==> src/rtl/dm_timer.sv <==
// Memory-mapped countdown timer (CTRL/PRESET/COUNT) with a 4-state FSM and an interrupt request.
// Optional write log to the console when DM_TIMER_WRITE_LOG_EN is defined.
module dm_timer #(
    parameter logic [31:0] BASE = 32'h0000_7F00
) (
    input  logic        clk,
    input  logic        reset,
    input  logic [31:0] Adr,
    input  logic        WE,
    input  logic [3:0]  ByteEN,
    input  logic [31:0] DataW,
    input  logic [31:0] CurPC,
    output logic        Hit,
    output logic [31:0] DataR,
    output logic        IRQ,
    output logic [1:0]  state
);

    typedef enum logic [1:0] {
        S_IDLE = 2'd0,
        S_LOAD = 2'd1,
        S_CNT  = 2'd2,
        S_INT  = 2'd3
    } state_t;

    state_t      cur, nxt;
    logic [3:0]  ctrl;
    logic [31:0] preset;
    logic [31:0] count;
    logic        irq_flag;

    logic        wr, wr_ctrl, wr_preset, wr_clear;
    logic [3:0]  ctrl_merged;
    logic [31:0] preset_merged;
    logic [31:0] count_nxt;
    logic        flag_set, flag_clr_fsm, en_clr;

    assign Hit       = (Adr[31:4] == BASE[31:4]) && (Adr[3:2] != 2'b11);
    assign wr        = Hit & WE;
    assign wr_ctrl   = wr && (Adr[3:2] == 2'b00);
    assign wr_preset = wr && (Adr[3:2] == 2'b01);
    assign wr_clear  = (wr_ctrl | wr_preset) & (|ByteEN);

    assign ctrl_merged = ByteEN[0] ? DataW[3:0] : ctrl;
    always_comb begin
        for (int i = 0; i < 4; i++) begin
            preset_merged[i*8 +: 8] = ByteEN[i] ? DataW[i*8 +: 8] : preset[i*8 +: 8];
        end
    end

    // Reads return pre-write contents of the current cycle.
    always_comb begin
        DataR = '0;
        if (Hit) begin
            case (Adr[3:2])
                2'b00:   DataR = {28'b0, ctrl};
                2'b01:   DataR = preset;
                2'b10:   DataR = count;
                default: DataR = '0;
            endcase
        end
    end

    assign IRQ   = irq_flag & ctrl[3];
    assign state = cur;

    // Next-state logic works on register values from before this cycle's write.
    always_comb begin
        nxt          = cur;
        count_nxt    = count;
        flag_set     = 1'b0;
        flag_clr_fsm = 1'b0;
        en_clr       = 1'b0;
        case (cur)
            S_IDLE: begin
                if (ctrl[0]) nxt = S_LOAD;
            end
            S_LOAD: begin
                count_nxt = preset;
                if (preset == 32'd0) begin
                    nxt      = S_INT;
                    flag_set = 1'b1;
                end else begin
                    nxt = S_CNT;
                end
            end
            S_CNT: begin
                if (!ctrl[0]) begin
                    nxt = S_IDLE;
                end else if (count > 32'd1) begin
                    count_nxt = count - 32'd1;
                end else begin
                    count_nxt = 32'd0;
                    nxt       = S_INT;
                    flag_set  = 1'b1;
                end
            end
            S_INT: begin
                if (ctrl[2:1] == 2'b00) begin
                    en_clr = 1'b1;
                    nxt    = S_IDLE;
                end else begin
                    flag_clr_fsm = 1'b1;
                    nxt          = S_LOAD;
                end
            end
            default: nxt = S_IDLE;
        endcase
    end

    always_ff @(posedge clk) begin
        if (reset) begin
            cur      <= S_IDLE;
            ctrl     <= 4'd0;
            preset   <= 32'd0;
            count    <= 32'd0;
            irq_flag <= 1'b0;
        end else begin
            cur   <= nxt;
            count <= count_nxt;
            // A CPU write to the En byte overrides the one-shot En clear.
            if (wr_ctrl && ByteEN[0]) ctrl <= ctrl_merged;
            else if (en_clr)          ctrl[0] <= 1'b0;
            if (wr_preset) preset <= preset_merged;
            if (flag_set)                      irq_flag <= 1'b1;
            else if (wr_clear || flag_clr_fsm) irq_flag <= 1'b0;
        end
    end

`ifdef DM_TIMER_WRITE_LOG_EN
    logic [31:0] log_value;
    always_comb begin
        case (Adr[3:2])
            2'b00:   log_value = {28'b0, ctrl_merged};
            2'b01:   log_value = preset_merged;
            default: log_value = count;
        endcase
    end

    always_ff @(posedge clk) begin
        if (!reset && wr) begin
            $display("%d@%h: *%h <= %h", $time, CurPC, {Adr[31:2], 2'b00}, log_value);
        end
    end

    logic unused_bits;
    assign unused_bits = ^{Adr[1:0], DataW[31:4]} ^ (|DataW[3:0]);
`else
    logic unused_bits;
    assign unused_bits = ^{CurPC, Adr[1:0]};
`endif

endmodule

==> config.mk <==
export PLATFORM = sky130hd
export DESIGN_NAME = dm_timer
export DESIGN_NICKNAME = d
export VERILOG_FILES = /design/src/rtl/dm_timer.sv
export SDC_FILE = /design/constraint.sdc
export NUM_CORES = 1
export LEC_CHECK = 0
export ABC_AREA = 1
export CORE_ASPECT_RATIO = 1.1
export CORE_MARGIN = 2
export CORE_UTILIZATION = 49
export CTS_CLUSTER_SIZE = 8
export DETAILED_ROUTE_END_ITERATION = 10
export GPL_TIMING_DRIVEN = 0
export PLACE_DENSITY = 0.79
export SYNTH_ARGS = -nofsm -noshare
export SYNTH_HDL_FRONTEND = slang
export SYNTH_SLANG_ARGS = --single-unit
==> constraint.sdc <==
create_clock -name clk -period 2.3 [get_ports clk]
set_input_delay 0.69 -clock clk [delete_from_list [all_inputs] [get_ports clk]]
set_output_delay 0.69 -clock clk [all_outputs]
set_load 0.005 [all_outputs]
==> metrics.txt <==
run status=finished, violations left; violated checks=negative setup slack; crit-path max FO=7; DRC marker count from the first detailed-route iteration=between 400 and 500; synthesis-to-layout area growth=34.4%; final critical delay including setup and external delays=2.53 ns; Overflow after GRT=0; register bit total from synthesis=slightly above 70; number of cells produced by synthesis=802; total routing resource utilization after global routing=0.317; antenna-violating nets left=0; synthesized area=just under 5000 um2; Leakage=slightly above 3 nW; Final Hold Fails=0; count of final max-slew check failures=0; clock insertion delay at the later pin of the skew report=0.36 ns; peak supply drop=about 0.00047 V; cell seen most often among critical-path stages=sky130_fd_sc_hd__buf_6; Design Power=between 6 and 7 mW; antenna violations before repair=0; detailed-route vias per instance=roughly 5.5; total of endpoints with negative setup slack in the final report=33; CP max-delay cell=sky130_fd_sc_hd__buf_6; # DRC=0; Floorplan Core Area=9790 um2; Placement Rows=38; total I/O pin count=around 140; Post-layout nets=approximately 1,000; max-capacitance violation count=0; portion of the post-synthesis area used by sequential elements=0.290; die outline height=109 um; normalized max-slew margin=0.661; synthesized area per cell=a little over 6 um2; final non-filler cell total=1,061; first-pass GRT wire length=approximately 27,000 um; final weighted congestion of routability-driven global placement=~0.94; TritonCTS clock tree=built; half-perimeter wire length of the detailed placement result=between 10,000 and 15,000 um; post-synthesis cell type count=37; level count of the clock H-tree=3; maximum number of pins on one net before global-route repair=13; Critical Path Source Type=input pin; HP Class=flop to flop; setup clock skew after layout=0.0171 ns; unrepaired setup endpoints after global routing=true; kind of end point of the critical path=output port; Clk Tree Root Cell=sky130_fd_sc_hd__clkbuf_8; layout cells sized above 1=0.217; number of global-route vias before repair=5,697; Fmax achieved=~390 MHz; cts bufs inserted=9; Antenna Diode Count=0; Die ar.=about 11,000 um2; buffer depth of the longest clock path=2; Required @ worst endpoint=approximately 1.6 ns; Worst EP arrival=around 1.8 ns; share of the clock period used by the worst path=1.10; Worst Path Class, Setup=input pin to output port; total power density per cell area=a little over 900 nW/um2; final setup margin=-0.233 ns; clk sinks=71; warning count from the yosys run=0; transition time at the pin with the least slew margin=0.509 ns; synthesized net count=between 900 and 1,000; total routed wirelength=16,600 um; iteration count of the initial detailed-routing pass=5; Port Buffer Count=104; horizontal extent of the die=around 100 um; sequence of cells on the critical path=buf_6 -> nor2_2 -> nand2_2 -> a21oi_2 -> nand4_1 -> buf_6 -> clkbuf_16 -> a31oi_4 -> buf_2; number of cells after detailed placement=1,026; effective utilization at floorplan=0.501; wire per inst=roughly 16 um; register clock-pin slew on the reported worst setup and hold paths=0.07 ns; number of vias after detailed routing=5,815; Critical Path Max Stage Delay=0.19 ns; cts-stage hold buffer count=0
## path summary, 6_finish.rpt
| path | depth (start not counted) | startpoint | endpoint | slack, ns |
|---|---|---|---|---|
| min | 4 | irq_flag$_SDFFE_PP0P_ | irq_flag$_SDFFE_PP0P_ | 0.55 |
| max reg2reg | 7 | state[0]$_SDFFE_PP0P_ | count[20]$_SDFFE_PP0P_ | 0.19 |
| max | 9 | Adr[30] | DataR[3] | -0.23 |
| min reg2reg | 4 | irq_flag$_SDFFE_PP0P_ | irq_flag$_SDFFE_PP0P_ | 0.55 |
## logic make-up after synthesis
logic type               count (synthesis)  share of synthesized area
AND/OR/NAND/NOR                        467                      0.432
flip-flops                              71                      0.290
buffers and inverters                  108                     0.0971
XOR/XNOR                                 8                     0.0143
AO/OA/AOI/OAI                          141                      0.149
adder cells (fa/ha/maj)                  7                     0.0178
## timing repair
action / CTS / global route
cloned: 2 / 0
hold endpoints to repair: 0 / 0
buffers inserted: 17 / 2
resized for setup: 303 / 20
pin swaps: 27 / 12
endpoints found under the setup margin: 33 / 34
## stage by stage
step	hold slack [ns]	util	cell area (um2)	setup TNS [ns]	worst slack, ns
2_1_floorplan	0.502	-	4910	0	0.0378
3_3_place_gp	0.538	0.623	6100	-46.92	-1.42
3_5_place_dp	0.545	0.623	6100	-48.02	-1.47
4_1_cts	0.556	0.664	6510	-4.61	-0.191
5_1_grt	0.607	0.673	6600	-8.48	-0.300
6_report	0.553	0.673	6600	-6.14	-0.233
## worst max-delay path: cells and delay by family
kind,cells,cell delay [ns]
and+or+nand+nor,3,0.29
buffers and inverters,4,0.58
AOI/OAI and AO/OA,2,0.27
## synthesized netlist by cell type, drive strengths merged
cell type | number | area (um2)
ha | 7 | 87.6
nor2 | 152 | 656
o31ai | 1 | 7.51
a31o | 1 | 8.76
a21o | 1 | 7.51
nor3b | 2 | 15.0
buf | 11 | 110
xnor2 | 3 | 26.3
nand4 | 15 | 154
inv | 76 | 288
o21ai | 69 | 345
a21oi | 64 | 328
clkbuf | 21 | 78.8
xor2 | 5 | 43.8
nor4 | 1 | 6.26
nand2 | 241 | 940
nand3 | 43 | 270
dfxtp | 71 | 1420
or2 | 3 | 18.8
o21bai | 1 | 7.51
nand3b | 3 | 22.5
a31oi | 4 | 25.0
nor3 | 7 | 40.0
## final cells by class
type | instances | area [um2]
buffer | 32 | 277
clock buffer | 10 | 128
clock inverter | 5 | 108
fill | 871 | 3200
inverter | 76 | 288
multi-input combinational | 623 | 3250
sequential | 71 | 1420
tap | 120 | 150
timing repair buffer | 124 | 980
## registers in the layout, indices dropped and copies added (netlist names)
name and flops:
count 32, ctrl 4, irq_flag 1, preset 32
state 2
## metal layers
layer / part of all wire / GRT usage / wire [um] / up-vias
met5: 0 / 0 / 0 / -
met4: 0.037 / 0.131 / 620 / 0
met3: 0.077 / 0.0506 / 1280 / 50
met2: 0.48 / 0.547 / 7980 / 268
met1: 0.40 / 0.395 / 6690 / 2661
li1: - / - / - / 2836
## cell usage in the layout (no fill, tap or decap), types with 5 or more instances in the layout
cell and instances:
sky130_fd_sc_hd__dfxtp_1 71, sky130_fd_sc_hd__buf_4 21, sky130_fd_sc_hd__nand2_1 229, sky130_fd_sc_hd__buf_2 49
sky130_fd_sc_hd__nand2_2 8, sky130_fd_sc_hd__buf_6 21, sky130_fd_sc_hd__nor2_2 12, sky130_fd_sc_hd__xor2_1 5
sky130_fd_sc_hd__a21oi_1 37, sky130_fd_sc_hd__clkbuf_1 13, sky130_fd_sc_hd__ha_1 7, sky130_fd_sc_hd__a21oi_2 24
sky130_fd_sc_hd__nor2_4 9, sky130_fd_sc_hd__nor2_1 129, sky130_fd_sc_hd__nand3_2 11, sky130_fd_sc_hd__nand4_1 11
sky130_fd_sc_hd__nor3_1 6, sky130_fd_sc_hd__o21ai_0 69, sky130_fd_sc_hd__clkbuf_8 12, sky130_fd_sc_hd__inv_1 74
sky130_fd_sc_hd__nand3_1 32, sky130_fd_sc_hd__clkdlybuf4s50_1 41
## report_power, final
group          switching [mW]  internal [mW]
Combinational            2.03           1.08
Sequential              0.287           1.41
Clock                   0.525          0.720
Total                    2.84           3.21
No activity file was read; power rests on OpenSTA's default activity.
